## config.mk

```make
export PLATFORM = sky130hd
export DESIGN_NAME = mem_access_ctrl_flat
export DESIGN_NICKNAME = d
export VERILOG_FILES = /design/src/rtl/mem_access_ctrl_if.sv /design/src/rtl/mem_access_ctrl.sv /design/src/flat_wrapper.sv
export SDC_FILE = /design/constraint.sdc
export NUM_CORES = 1
export LEC_CHECK = 0
export CORE_MARGIN = 2
export CORE_UTILIZATION = 50
export DETAILED_ROUTE_END_ITERATION = 10
export PLACE_DENSITY_LB_ADDON = 0.25
export SLEW_MARGIN = 5
export SYNTH_ARGS = -nofsm -noshare
export SYNTH_HDL_FRONTEND = slang
export SYNTH_SLANG_ARGS = --single-unit
```

## constraint.sdc

```tcl
create_clock -name clk -period 5.35 [get_ports clk]
set_input_delay 1.3375 -clock clk [delete_from_list [all_inputs] [get_ports clk]]
set_output_delay 1.3375 -clock clk [all_outputs]
set_load 0.02 [all_outputs]
```

## src/rtl/mem_access_ctrl_if.sv

```systemverilog
// Interface bundling the request/response and data-bus signals of
// mem_access_ctrl.
//   slave  : controller view (takes requests, drives responses and the bus).
//   master : environment view (pipeline + memory side).
// Request : req_valid, req_ready, req_op, req_addr, req_wdata
// Response: resp_valid, resp_rdata, resp_err
// Bus     : bus_req, bus_we, bus_addr, bus_wdata, bus_gnt, bus_rvalid, bus_rdata
interface mem_access_ctrl_if #(
  parameter int unsigned CPU_WIDTH    = 32,
  parameter int unsigned MEM_OP_WIDTH = 4
);
  logic                    req_valid;
  logic                    req_ready;
  logic [MEM_OP_WIDTH-1:0] req_op;
  logic [CPU_WIDTH-1:0]    req_addr;
  logic [CPU_WIDTH-1:0]    req_wdata;
  logic                    resp_valid;
  logic [CPU_WIDTH-1:0]    resp_rdata;
  logic                    resp_err;
  logic                    bus_req;
  logic                    bus_we;
  logic [CPU_WIDTH-1:0]    bus_addr;
  logic [CPU_WIDTH-1:0]    bus_wdata;
  logic                    bus_gnt;
  logic                    bus_rvalid;
  logic [CPU_WIDTH-1:0]    bus_rdata;

  modport slave (
    input  req_valid, req_op, req_addr, req_wdata, bus_gnt, bus_rvalid, bus_rdata,
    output req_ready, resp_valid, resp_rdata, resp_err,
           bus_req, bus_we, bus_addr, bus_wdata
  );

  modport master (
    output req_valid, req_op, req_addr, req_wdata, bus_gnt, bus_rvalid, bus_rdata,
    input  req_ready, resp_valid, resp_rdata, resp_err,
           bus_req, bus_we, bus_addr, bus_wdata
  );
endinterface

```

## src/rtl/mem_access_ctrl.sv

```systemverilog
// Data-memory access controller for the MEM stage.
// Accepts one load/store at a time, issues word-aligned transactions on a
// req/gnt/rvalid bus, performs sub-word stores as read-modify-write and
// sign/zero-extends load data. Misaligned accesses complete with resp_err
// and no bus activity.
// Ports:
//   clk : rising-edge clock
//   rst : synchronous active-high reset
//   io  : mem_access_ctrl_if.slave (request, response and bus signals)
module mem_access_ctrl #(
  parameter int unsigned CPU_WIDTH    = 32,
  parameter int unsigned MEM_OP_WIDTH = 4
) (
  input  logic               clk,
  input  logic               rst,
  mem_access_ctrl_if.slave   io
);

  localparam logic [MEM_OP_WIDTH-1:0] OP_NONE = MEM_OP_WIDTH'(0);
  localparam logic [MEM_OP_WIDTH-1:0] OP_LB   = MEM_OP_WIDTH'(1);
  localparam logic [MEM_OP_WIDTH-1:0] OP_LH   = MEM_OP_WIDTH'(2);
  localparam logic [MEM_OP_WIDTH-1:0] OP_LW   = MEM_OP_WIDTH'(3);
  localparam logic [MEM_OP_WIDTH-1:0] OP_LBU  = MEM_OP_WIDTH'(4);
  localparam logic [MEM_OP_WIDTH-1:0] OP_LHU  = MEM_OP_WIDTH'(5);
  localparam logic [MEM_OP_WIDTH-1:0] OP_SB   = MEM_OP_WIDTH'(6);
  localparam logic [MEM_OP_WIDTH-1:0] OP_SH   = MEM_OP_WIDTH'(7);
  localparam logic [MEM_OP_WIDTH-1:0] OP_SW   = MEM_OP_WIDTH'(8);

  typedef enum logic [2:0] {
    ST_IDLE,
    ST_RD,
    ST_RWAIT,
    ST_WR,
    ST_DONE
  } state_e;

  state_e                  state_q, state_d;
  logic [MEM_OP_WIDTH-1:0] op_q;
  logic [1:0]              lane_q;
  logic [15:0]             src_q;
  logic [CPU_WIDTH-1:0]    bus_addr_q;
  logic [CPU_WIDTH-1:0]    bus_wdata_q;
  logic [CPU_WIDTH-1:0]    resp_rdata_q;
  logic                    resp_err_q;

  // Decode of the incoming request (only meaningful in IDLE)
  logic req_is_load, req_is_sub_store, req_is_sw, req_mis, req_none;

  always_comb begin
    req_is_load      = 1'b0;
    req_is_sub_store = 1'b0;
    req_is_sw        = 1'b0;
    req_mis          = 1'b0;
    case (io.req_op)
      OP_LB, OP_LBU: req_is_load = 1'b1;
      OP_LH, OP_LHU: begin
        req_is_load = 1'b1;
        req_mis     = io.req_addr[0];
      end
      OP_LW: begin
        req_is_load = 1'b1;
        req_mis     = |io.req_addr[1:0];
      end
      OP_SB: req_is_sub_store = 1'b1;
      OP_SH: begin
        req_is_sub_store = 1'b1;
        req_mis          = io.req_addr[0];
      end
      OP_SW: begin
        req_is_sw = 1'b1;
        req_mis   = |io.req_addr[1:0];
      end
      default: ;
    endcase
    req_none = !(req_is_load || req_is_sub_store || req_is_sw);
  end

  logic op_q_is_load;
  assign op_q_is_load = (op_q >= OP_LB) && (op_q <= OP_LHU);

  // Load extraction and store merge, both working on the returned bus word
  logic [7:0]           rd_byte;
  logic [15:0]          rd_half;
  logic [CPU_WIDTH-1:0] load_data;
  logic [CPU_WIDTH-1:0] merged;

  always_comb begin
    rd_byte   = io.bus_rdata[{lane_q, 3'b000} +: 8];
    rd_half   = io.bus_rdata[{lane_q[1], 4'b0000} +: 16];
    load_data = '0;
    case (op_q)
      OP_LB:   load_data = {{(CPU_WIDTH-8){rd_byte[7]}}, rd_byte};
      OP_LBU:  load_data = {{(CPU_WIDTH-8){1'b0}}, rd_byte};
      OP_LH:   load_data = {{(CPU_WIDTH-16){rd_half[15]}}, rd_half};
      OP_LHU:  load_data = {{(CPU_WIDTH-16){1'b0}}, rd_half};
      OP_LW:   load_data = io.bus_rdata;
      default: load_data = '0;
    endcase

    merged = io.bus_rdata;
    if (op_q == OP_SB) begin
      merged[{lane_q, 3'b000} +: 8] = src_q[7:0];
    end else begin
      merged[{lane_q[1], 4'b0000} +: 16] = src_q;
    end
  end

  always_ff @(posedge clk) begin
    if (rst) begin
      state_q <= ST_IDLE;
    end else begin
      state_q <= state_d;
    end
  end

  always_comb begin
    state_d       = state_q;
    io.req_ready  = 1'b0;
    io.resp_valid = 1'b0;
    io.bus_req    = 1'b0;
    io.bus_we     = 1'b0;
    case (state_q)
      ST_IDLE: begin
        io.req_ready = 1'b1;
        if (io.req_valid) begin
          if (req_none || req_mis) begin
            state_d = ST_DONE;
          end else if (req_is_sw) begin
            state_d = ST_WR;
          end else begin
            state_d = ST_RD;
          end
        end
      end
      ST_RD: begin
        io.bus_req = 1'b1;
        if (io.bus_gnt) state_d = ST_RWAIT;
      end
      ST_RWAIT: begin
        if (io.bus_rvalid) state_d = op_q_is_load ? ST_DONE : ST_WR;
      end
      ST_WR: begin
        io.bus_req = 1'b1;
        io.bus_we  = 1'b1;
        if (io.bus_gnt) state_d = ST_DONE;
      end
      ST_DONE: begin
        io.resp_valid = 1'b1;
        state_d       = ST_IDLE;
      end
      default: state_d = ST_IDLE;
    endcase
  end

  // Response registers only change on the cycle that enters DONE, so they
  // hold their last values at all other times.
  always_ff @(posedge clk) begin
    if (rst) begin
      op_q         <= OP_NONE;
      lane_q       <= '0;
      src_q        <= '0;
      bus_addr_q   <= '0;
      bus_wdata_q  <= '0;
      resp_rdata_q <= '0;
      resp_err_q   <= 1'b0;
    end else begin
      case (state_q)
        ST_IDLE: begin
          if (io.req_valid) begin
            op_q       <= io.req_op;
            lane_q     <= io.req_addr[1:0];
            src_q      <= io.req_wdata[15:0];
            bus_addr_q <= {io.req_addr[CPU_WIDTH-1:2], 2'b00};
            if (req_is_sw) bus_wdata_q <= io.req_wdata;
            if (req_none || req_mis) begin
              resp_rdata_q <= '0;
              resp_err_q   <= req_mis;
            end
          end
        end
        ST_RWAIT: begin
          if (io.bus_rvalid) begin
            if (op_q_is_load) begin
              resp_rdata_q <= load_data;
              resp_err_q   <= 1'b0;
            end else begin
              bus_wdata_q <= merged;
            end
          end
        end
        ST_WR: begin
          if (io.bus_gnt) begin
            resp_rdata_q <= '0;
            resp_err_q   <= 1'b0;
          end
        end
        default: ;
      endcase
    end
  end

  assign io.bus_addr   = bus_addr_q;
  assign io.bus_wdata  = bus_wdata_q;
  assign io.resp_rdata = resp_rdata_q;
  assign io.resp_err   = resp_err_q;

endmodule

```

## src/flat_wrapper.sv

```systemverilog
// flat-port wrapper written by rule: the top's interface ports become plain ports
module mem_access_ctrl_flat 
#(
  parameter int unsigned CPU_WIDTH    = 32,
  parameter int unsigned MEM_OP_WIDTH = 4
)
  (clk, rst, io_req_valid, io_req_op, io_req_addr, io_req_wdata, io_bus_gnt, io_bus_rvalid, io_bus_rdata, io_req_ready, io_resp_valid, io_resp_rdata, io_resp_err, io_bus_req, io_bus_we, io_bus_addr, io_bus_wdata);
  mem_access_ctrl_if #(.CPU_WIDTH(CPU_WIDTH), .MEM_OP_WIDTH(MEM_OP_WIDTH)) io_i ();
  input  logic clk;
  input  logic rst;
  input wire logic [$bits(io_i.req_valid)-1:0] io_req_valid;
  input wire logic [$bits(io_i.req_op)-1:0] io_req_op;
  input wire logic [$bits(io_i.req_addr)-1:0] io_req_addr;
  input wire logic [$bits(io_i.req_wdata)-1:0] io_req_wdata;
  input wire logic [$bits(io_i.bus_gnt)-1:0] io_bus_gnt;
  input wire logic [$bits(io_i.bus_rvalid)-1:0] io_bus_rvalid;
  input wire logic [$bits(io_i.bus_rdata)-1:0] io_bus_rdata;
  output wire logic [$bits(io_i.req_ready)-1:0] io_req_ready;
  output wire logic [$bits(io_i.resp_valid)-1:0] io_resp_valid;
  output wire logic [$bits(io_i.resp_rdata)-1:0] io_resp_rdata;
  output wire logic [$bits(io_i.resp_err)-1:0] io_resp_err;
  output wire logic [$bits(io_i.bus_req)-1:0] io_bus_req;
  output wire logic [$bits(io_i.bus_we)-1:0] io_bus_we;
  output wire logic [$bits(io_i.bus_addr)-1:0] io_bus_addr;
  output wire logic [$bits(io_i.bus_wdata)-1:0] io_bus_wdata;
  assign io_i.req_valid = io_req_valid;
  assign io_i.req_op = io_req_op;
  assign io_i.req_addr = io_req_addr;
  assign io_i.req_wdata = io_req_wdata;
  assign io_i.bus_gnt = io_bus_gnt;
  assign io_i.bus_rvalid = io_bus_rvalid;
  assign io_i.bus_rdata = io_bus_rdata;
  assign io_req_ready = io_i.req_ready;
  assign io_resp_valid = io_i.resp_valid;
  assign io_resp_rdata = io_i.resp_rdata;
  assign io_resp_err = io_i.resp_err;
  assign io_bus_req = io_i.bus_req;
  assign io_bus_we = io_i.bus_we;
  assign io_bus_addr = io_i.bus_addr;
  assign io_bus_wdata = io_i.bus_wdata;
  mem_access_ctrl #(.CPU_WIDTH(CPU_WIDTH), .MEM_OP_WIDTH(MEM_OP_WIDTH)) u_core (.clk(clk), .rst(rst), .io(io_i));
endmodule
```

## Word level (Yosys, flattened, before mapping)

Index checks and enable logic that the tools add are counted.
Widths: inputs -> output; s select.

- Flip-flop bits (word level): 120
- Input port bits: 105
- Output and inout bits: 101
- Word-level logic and storage cells: 99

- Add/sub/neg operators: 2
- $lt $le $gt $ge: 2
- Eq/ne operators: 26
- Shift-type cells: 6
- Muxes and demuxes: 37
- Reductions and logical operators: 18

Operators by type and width:

| kind | number |
|---|---|
| $mux 32 | 10 |
| $pmux 32 s5 | 1 |
| $pmux 32 s3 | 1 |
| $bwmux 32 | 2 |
| $pmux 32 s2 | 1 |
| $shift 16x7->32 const A | 1 |
| $shift 8x7->32 const A | 1 |
| $shiftx 16x7->32 | 1 |
| $shiftx 32x6->16 | 1 |
| $shiftx 32x6->8 | 1 |
| $shiftx 8x7->32 | 1 |
| $eq 4x3->1 const B | 7 |
| $mux 3 | 6 |
| $eq 4x2->1 const B | 4 |
| $neg 5->7 | 2 |
| $mux 1 | 12 |
| $pmux 3 s4 | 1 |
| $ne 2x2->1 const B | 5 |
| $eq 4x1->1 const B | 2 |
| $reduce_or 2->1 | 4 |
| $eq 3x2->1 const B | 2 |
| $ne 2x1->1 const B | 3 |
| $reduce_and 6->1 | 1 |
| $reduce_and 5->1 | 1 |
| 18 further kinds | 20 |

## Depth between registers and ports, before layout

Gate-level depths: netlist of run 1.

- Word-level depth: 10
- Depth in mapped cells: 11
- Mapped depth without buffers: 7

## Worst setup path before layout of run 1

OpenSTA, ideal clock, no wires.

- Path type: input-to-reg
- From: in io_req_op[0]
- To: reg u_core.resp_rdata_q[17], in the netlist u_core.io.resp_rdata[17]
- Setup time: 0.121 ns
- Data arrival time: 2.871 ns
- Required time: 5.229 ns
- Path slack: 2.358 ns
- Stages: 6
- Buffers on the path: 1
- Path through: or4b_4 or3_4 o211ai_2 a21oi_4 buf_6 mux2_4

- Longest elaborated chain between the ends: 9
- Elaborated cells on any way between the ends: 22
- Classes of those cells: eq/ne (9); mux (4); reduce/logical (9)

RTL lines:

| item | line | source |
|---|---|---|
| start, declared | flat_wrapper.sv:12 | `input wire logic [$bits(io_i.req_op)-1:0] io_req_op;` |
| $eq 4x1->1 (tied with other cells) | mem_access_ctrl.sv:54 | `case (io.req_op)` |
| $reduce_or 5->1 (no line) or $reduce_or 2->1 (tied branches) | n/a |  |
| $mux 1 | mem_access_ctrl.sv:54 |  |
| $logic_or 1x1->1 (2 in a row) | mem_access_ctrl.sv:75 | `req_none = !(req_is_load \|\| req_is_sub_store \|\| req_is_sw);` |
| $logic_not 1->1 | mem_access_ctrl.sv:75 |  |
| $logic_or 1x1->1 (*) | mem_access_ctrl.sv:175 | `if (req_none \|\| req_mis) begin` |
| $ne 2x1->1 (no line) (*) | n/a |  |
| $reduce_and 6->1 (no line) (*) | n/a |  |
| end signal, assigned | mem_access_ctrl.sv:184 | `resp_rdata_q <= load_data;` |
| end, declared | mem_access_ctrl.sv:43 | `logic [CPU_WIDTH-1:0] resp_rdata_q;` |

Every way passes the cells marked *; elsewhere a longest branch is shown, timed or not.
A chain may end at the register's enable or synchronous reset.

## Worst setup path in the final report of run 1

- From: in io_req_addr[0]
- To: reg u_core.resp_rdata_q[22], in the netlist u_core.io.resp_rdata[22]

- Longest elaborated chain between the ends: 5

RTL lines:

| item | line | source |
|---|---|---|
| start, declared | flat_wrapper.sv:13 | `input wire logic [$bits(io_i.req_addr)-1:0] io_req_addr;` |
| $reduce_or 2->1 | mem_access_ctrl.sv:62, mem_access_ctrl.sv:71 |  |
| $pmux 1 s2 (*) | mem_access_ctrl.sv:54 |  |
| $logic_or 1x1->1 (*) | mem_access_ctrl.sv:175 |  |
| $ne 2x1->1 (no line) (*) | n/a |  |
| $reduce_and 6->1 (no line) (*) | n/a |  |

Marked as above.

==> results of run 1 <==
## area by class of cell
class | count | area, um^2
timing repair buffer | 210 | 2080
multi-input combinational | 530 | 3460
clock buffer | 19 | 453
clock inverter | 13 | 153
inverter | 16 | 60.1
tap | 168 | 210
sequential | 120 | 2400
fill | 932 | 3240
## cells by family (layout without fill, tap and decap cells)
logic type,count (synthesis),count (layout),synth area share
other cells,1,2,0.000605
flops,120,120,0.387
xor+xnor,1,1,0.00141
fa+ha+maj,6,6,0.0117
mux,52,52,0.0978
compound gates,219,219,0.251
simple gates,250,250,0.193
buf+inv,82,258,0.0571
## critical path, stage by stage
cell and delay, ps:
clkdlybuf4s50_1 610, o22ai_1 130, a211oi_1 380, o211ai_2 170
a21oi_4 620, buf_4 410, mux2_4 340
## metrics by stage
stage                     hold WS (ps)  setup slack [ps]   util
after floorplan                    448              2360      -
after global placement             441              1360  0.681
after detailed placement           446              1270  0.681
after CTS                          453              1690  0.731
after global routing               475              1500  0.731
final                              453              1640  0.731
## final timing paths
path	from	to	slack [ps]	cells after the start
setup reg to reg	u_core.lane_q[0]	u_core.io.bus_wdata[31]	2010	7
hold reg to reg	u_core.io.bus_addr[25]	u_core.io.bus_addr[25]	450	2
hold / removal	u_core.io.bus_addr[25]	u_core.io.bus_addr[25]	450	2
setup / recovery	io_req_addr[0]	u_core.io.resp_rdata[22]	1640	7
## state kept, by name (all words and copies together), names as in the netlist
signal	count
u_core.state_q	3
u_core.op_q	4
u_core.io.resp_err	1
u_core.io.resp_rdata	32
u_core.io.bus_addr	30
u_core.io.bus_wdata	32
u_core.src_q	16
u_core.lane_q	2
## cells in the mapped netlist, drive strengths merged (4+ instances only)
library cell / n
buf: 19
nor2b: 19
o21ai: 8
a221oi: 30
mux2: 17
o32ai: 7
dfxtp: 120
a32o: 16
nor3: 6
a211oi: 34
nand2: 127
and2: 4
inv: 16
a221o: 16
a21oi: 94
nand2b: 29
clkbuf: 47
ha: 5
nor2: 39
mux2i: 34
## power groups by stage
stage               logic (uW)  registers [uW]  clock network, uW
floorplan                  256            1020                  0
global placement           470             998                  0
detailed placement         482            1000                  0
CTS                        485             983               1170
global route               523             989               1210
finish                     489             985               1160
## layer usage
metal / track usage / up-vias / part of all wire
li1: - / 2974 / -
met4: 0.147 / 0 / 0.041
met2: 0.478 / 340 / 0.48
met1: 0.349 / 2932 / 0.40
met3: 0.0633 / 71 / 0.079
met5: 0 / - / 0
==> out/summary.md, run 1 <==
• **vertical die dimension** 115 um
• **class of the most critical hold timing path** reg2reg
• **clock root cell** clkbuf_16
• **First DRT Iteration DRCs** 557
• **number of vias per cell** 5.87
• **switching power share of the total** 0.275
• **total count of max-transition violations in the final report** 0
• **pwr/cell area** 299 nW/um^2
• **clock latency at the later pin of the worst-skew pair** 410 ps
• **count of flip-flops with a built-in enable after synthesis** 0
• **final global-route overflow total** 0
• **logic gate share of total power** 0.186
• **commonest non-fill, non-tap cell in the layout** clkdlybuf4s50_1
• **clock share of power** 0.440
• **Internal Dissipation** 1910 uW
• **Die Wd** 115 um
• **period utilization** 0.694
• **syn_area_per_cell** 8.49 um^2
• **Top Ports** 206
• **final critical path time including I/O delays and setup** 3710 ps
• **final antenna-violating net count** 0
• **wire length reported by the detailed router** 19.8 mm
• **number of clock sinks seen by CTS** 120
• **layout net count** 1005
• **via count** 6317
• **clock tree from TritonCTS** yes
• **result of the run** finished clean
• **DRT Pass-1 Iters** 5
• **number of remaining DRC errors** 0
• **cell type contributing the most total cell area after synthesis** dfxtp_1
• **unrepaired setup endpoints after global routing** false
• **DP Wirelength** 14.1 mm
• **Achievable Freq** 269 MHz
• **commonest register cell after synthesis** dfxtp_1
• **hold violation count in the final report** 0
• **critical path startpoint category** input port
• **post-synthesis cell type count** 59
• **routability congestion estimate from global placement** 0.979
• **post-CTS setup buffers** 0
• **total of flip-flops plus latches after synthesis** 120
• **Seq pwr share** 0.374
• **largest net degree at the start of global routing** 76
• **effective utilization at floorplan** 0.514
• **transition time at the pin with the least slew margin** 1310 ps
• **Power Total** 2630 uW
• **die area** 13300 um^2
• **clock-pin slew on the worst setup and hold paths** 60 ps
• **classification of the worst setup path** in2reg
• **Layout area overhead** 42.2%
• **top cell type's share of synthesized area** 0.387
• **Final Setup Violations** 0
• **leakage component of the power** 0.00307 uW
• **total CTS buffers** 17
• **most area-consuming cells after synthesis** dfxtp_1, nand2_1, a21oi_1
• **number of global-route vias before repair** 5993
• **most used cells in the layout excluding fill and tap cells** clkdlybuf4s50_1, nand2_1, dfxtp_1
• **Max transition margin** 0.115
• **synthesized instance count** 731
• **NetSw** 723 uW
• **number of resized instances in the post-cts repair step** 0
• **H-tree depth** 4
• **area post-placement** 8210 um^2
• **global-route wire length before repair** 30.0 mm
• **summed instance area of the synthesized netlist** 6200 um^2
• **Final TNS setup** 0 ps
• **critical-path maximum fanout** 20
• **number of maximum-capacitance constraint violations** 0
• **required time of the critical path** 5650 ps
• **Cell Count Post-Placement** 1044
• **share of flip-flops with an asynchronous set or reset after synthesis** 0
• **data arrival time of the critical path** 4010 ps
• **global routing usage summed across all routing layers** 0.287
• **buffers from clock root to sink, at most** 2
• **clock tree skew after final layout** 6.70 ps
• **post-route cell area** 8820 um^2
• **part of the Yosys area used for sequential elements** 0.387
• **yosys synthesis warning count** 0
• **final cell count without fillers** 1076
• **number of input and output port buffers inserted** 203
• **peak supply drop** 223 uV
• **number of hold buffers added after cts** 0
• **Std-Cell Rows** 40
• **number of antenna violations at the first check in global routing** 0
• **nature of the critical path endpoint** flip-flop
• **placeable core area** 12100 um^2
• **share of final-layout standard cells stronger than drive strength 1** 0.0815
• **routed wirelength normalized by instance count** 18.4 um
• **Diodes inserted** 0
(Power assumes the default switching activity.)
==> run 2: changes to the inputs <==
CORE_UTILIZATION = 46   (was 50)
clock period = 3.9 ns   (was 5.35 ns; I/O delays follow)
==> out/summary.md, run 2 (synthesis gave the netlist of run 1 again) <==
• **result of the run** finished clean, unchanged
• **routed wirelength normalized by instance count** 18.0 um, was 18.4 um
• **number of cells on the worst reg-to-reg path** 8, was 7
• **global-route wire length before repair** 31.0 mm, was 30.0 mm
• **Worst Hold Depth** 2, unchanged
• **most used cells in the layout excluding fill and tap cells** clkdlybuf4s50_1, nand2_1, dfxtp_1, unchanged
• **final critical path time including I/O delays and setup** 3240 ps
• **global routing usage summed across all routing layers** 0.270, was 0.287
• **Diodes inserted** 0, unchanged
• **Std-Cell Rows** 42, was 40
• **Die Wd** 120 um, was 115 um
• **total count of max-transition violations in the final report** 0, unchanged
• **effective utilization at floorplan** 0.470, was 0.514
• **die area** 14400 um^2, was 13300 um^2
• **largest net degree at the start of global routing** 53, was 76
• **routing usage on met2** 0.442, was 0.478
• **grt peak-use layer** met2, unchanged
• **vertical die dimension** 120 um, was 115 um
• **Largest delay share family, worst path** compound AO/OA/AOI/OAI gates, unchanged
• **unrepaired setup endpoints after global routing** false, unchanged
• **First DRT Iteration DRCs** 447, was 557
• **number of hold buffers added after cts** 0, unchanged
• **share of final-layout standard cells stronger than drive strength 1** 0.0875, was 0.0815
• **pwr/cell area** 426 nW/um^2, was 299 nW/um^2
• **leakage component of the power** 0.00313 uW, was 0.00307 uW
• **Top Ports** 206, unchanged
• **DRT Pass-1 Iters** 5, unchanged
• **post-layout worst setup margin** 657 ps, was 1640 ps
• **number of vias per cell** 5.75, was 5.87
• **internal reg-to-reg setup slack** 1220 ps, was 2010 ps
• **launching point of the worst reg2reg path** u_core.lane_q[0], unchanged
• **startpoint of the most critical hold path** u_core.io.bus_addr[5], was u_core.io.bus_addr[25]
• **Final TNS setup** 0 ps, unchanged
• **critical-path maximum fanout** 18, was 20
• **hold violation count in the final report** 0, unchanged
• **number of remaining DRC errors** 0, unchanged
• **class of the most critical hold timing path** reg2reg, unchanged
• **classification of the worst setup path** in2reg, unchanged
• **layout net count** 1011, was 1005
• **Achievable Freq** 308 MHz
• **Bufs and invs on worst path** 2, unchanged
• **hold endpoint** u_core.io.bus_addr[5], was u_core.io.bus_addr[25]
• **number of antenna violations at the first check in global routing** 0, unchanged
• **clock-pin slew on the worst setup and hold paths** 60 ps, about the same
• **routability congestion estimate from global placement** 0.925, was 0.979
• **final-layout fill cell count** 1057, was 932
• **wire length reported by the detailed router** 19.6 mm, was 19.8 mm
• **placeable core area** 13200 um^2, was 12100 um^2
• **total CTS buffers** 17, unchanged
• **global routing usage on met3** 0.0646, was 0.0633
• **DP Wirelength** 14.1 mm, about the same
• **clock tree skew after final layout** 10.6 ps, was 6.70 ps
• **commonest non-fill, non-tap cell in the layout** clkdlybuf4s50_1, unchanged
• **clock root cell** clkbuf_16, unchanged
• **critical path startpoint category** input port, unchanged
• **required time of the critical path** 4240 ps, was 5650 ps
• **Max transition margin** 0.263, was 0.115
• **transition time at the pin with the least slew margin** 1100 ps, was 1310 ps
• **number of resized instances in the post-cts repair step** 0, unchanged
• **post-CTS setup buffers** 0, unchanged
• **period utilization** 0.832
• **slowest CP cell** a21oi_4, unchanged
• **nature of the critical path endpoint** flip-flop, unchanged
• **peak supply drop** 313 uV, was 223 uV
• **chain of cells forming the critical path** clkdlybuf4s50_1 > o22ai_1 > a211oi_1 > o211ai_2 > a21oi_4 > buf_4 > mux2i_1, was clkdlybuf4s50_1 > o22ai_1 > a211oi_1 > o211ai_2 > a21oi_4 > buf_4 > mux2_4
• **number of global-route vias before repair** 6226, was 5993
• **number of maximum-capacitance constraint violations** 0, unchanged
• **slowest cell delay on critical path** 670 ps, was 620 ps
• **Layout area overhead** 44.3%, was 42.2%
• **Power Total** 3810 uW, was 2630 uW
• **final antenna-violating net count** 0, unchanged
• **met1 Use GR** 0.328, was 0.349
• **number of input and output port buffers inserted** 203, unchanged
• **final global-route overflow total** 0, unchanged
• **Final Setup Violations** 0, unchanged
• **H-tree depth** 4, unchanged
• **number of clock sinks seen by CTS** 120, unchanged
• **buffers from clock root to sink, at most** 2, unchanged
• **data arrival time of the critical path** 3580 ps, was 4010 ps
• **clock tree from TritonCTS** yes, unchanged
• **post-route core utilization** 0.679, was 0.731
• **via count** 6267, was 6317
• **clock latency at the later pin of the worst-skew pair** 420 ps, was 410 ps
• **pre-CTS setup slack** 253 ps, was 1270 ps
• **Reg-to-Reg End** u_core.io.bus_wdata[27], was u_core.io.bus_wdata[31]
==> run 2: worst register-to-register path: stages, from the launching register on <==
cell and delay [ps]:
dfxtp_1 530, inv_1 240, ha_1 390, nor4bb_1 370
buf_4 230, a221oi_1 80, a211oi_1 360, a21oi_1 80
a211oi_1 300
==> run 2: worst max path at each step <==
stage                              start                  endpoint  cells after the start
final                     io_req_addr[0]   u_core.io.resp_rdata[8]                      7
after global routing      io_req_addr[0]   u_core.io.resp_rdata[8]                      7
after CTS                 io_req_addr[0]   u_core.io.resp_rdata[8]                      7
after detailed placement  io_req_addr[0]   u_core.io.resp_rdata[9]                      7
after global placement    io_req_addr[0]  u_core.io.resp_rdata[12]                      7
after floorplan             io_req_op[0]  u_core.io.resp_rdata[17]                      6
==> run 2: cell type report <==
type | instances | area [um^2] | share of cell area
inverter | 16 | 60.1 | 0.00671
multi-input combinational | 530 | 3460 | 0.386
clock inverter | 14 | 245 | 0.0274
sequential | 120 | 2400 | 0.268
timing repair buffer | 216 | 2130 | 0.238
clock buffer | 18 | 439 | 0.0490
tap | 176 | 220 | 0.0246
==> run 2: stage by stage <==
step | hold WS [ps] | cell area (um^2) | std cells
finish | 454 | 8950 | 1090
global route | 475 | 8950 | 1090
CTS | 456 | 8950 | 1090
detailed placement | 451 | 8270 | 1058
global placement | 442 | 8270 | 1058
floorplan | 448 | 6210 | 732
==> run 2: per-layer routing <==
metal / up-vias / wire [um]
li1: 2987 / -
met1: 2935 / 7960
met2: 285 / 9410
met3: 60 / 1420
met4: 0 / 786
met5: - / 0
==> run 2: report_power, final <==
group	switching, uW	total, uW	internal [uW]
Combinational	359	663	304
Sequential	67.6	1350	1290
Clock	578	1800	1220
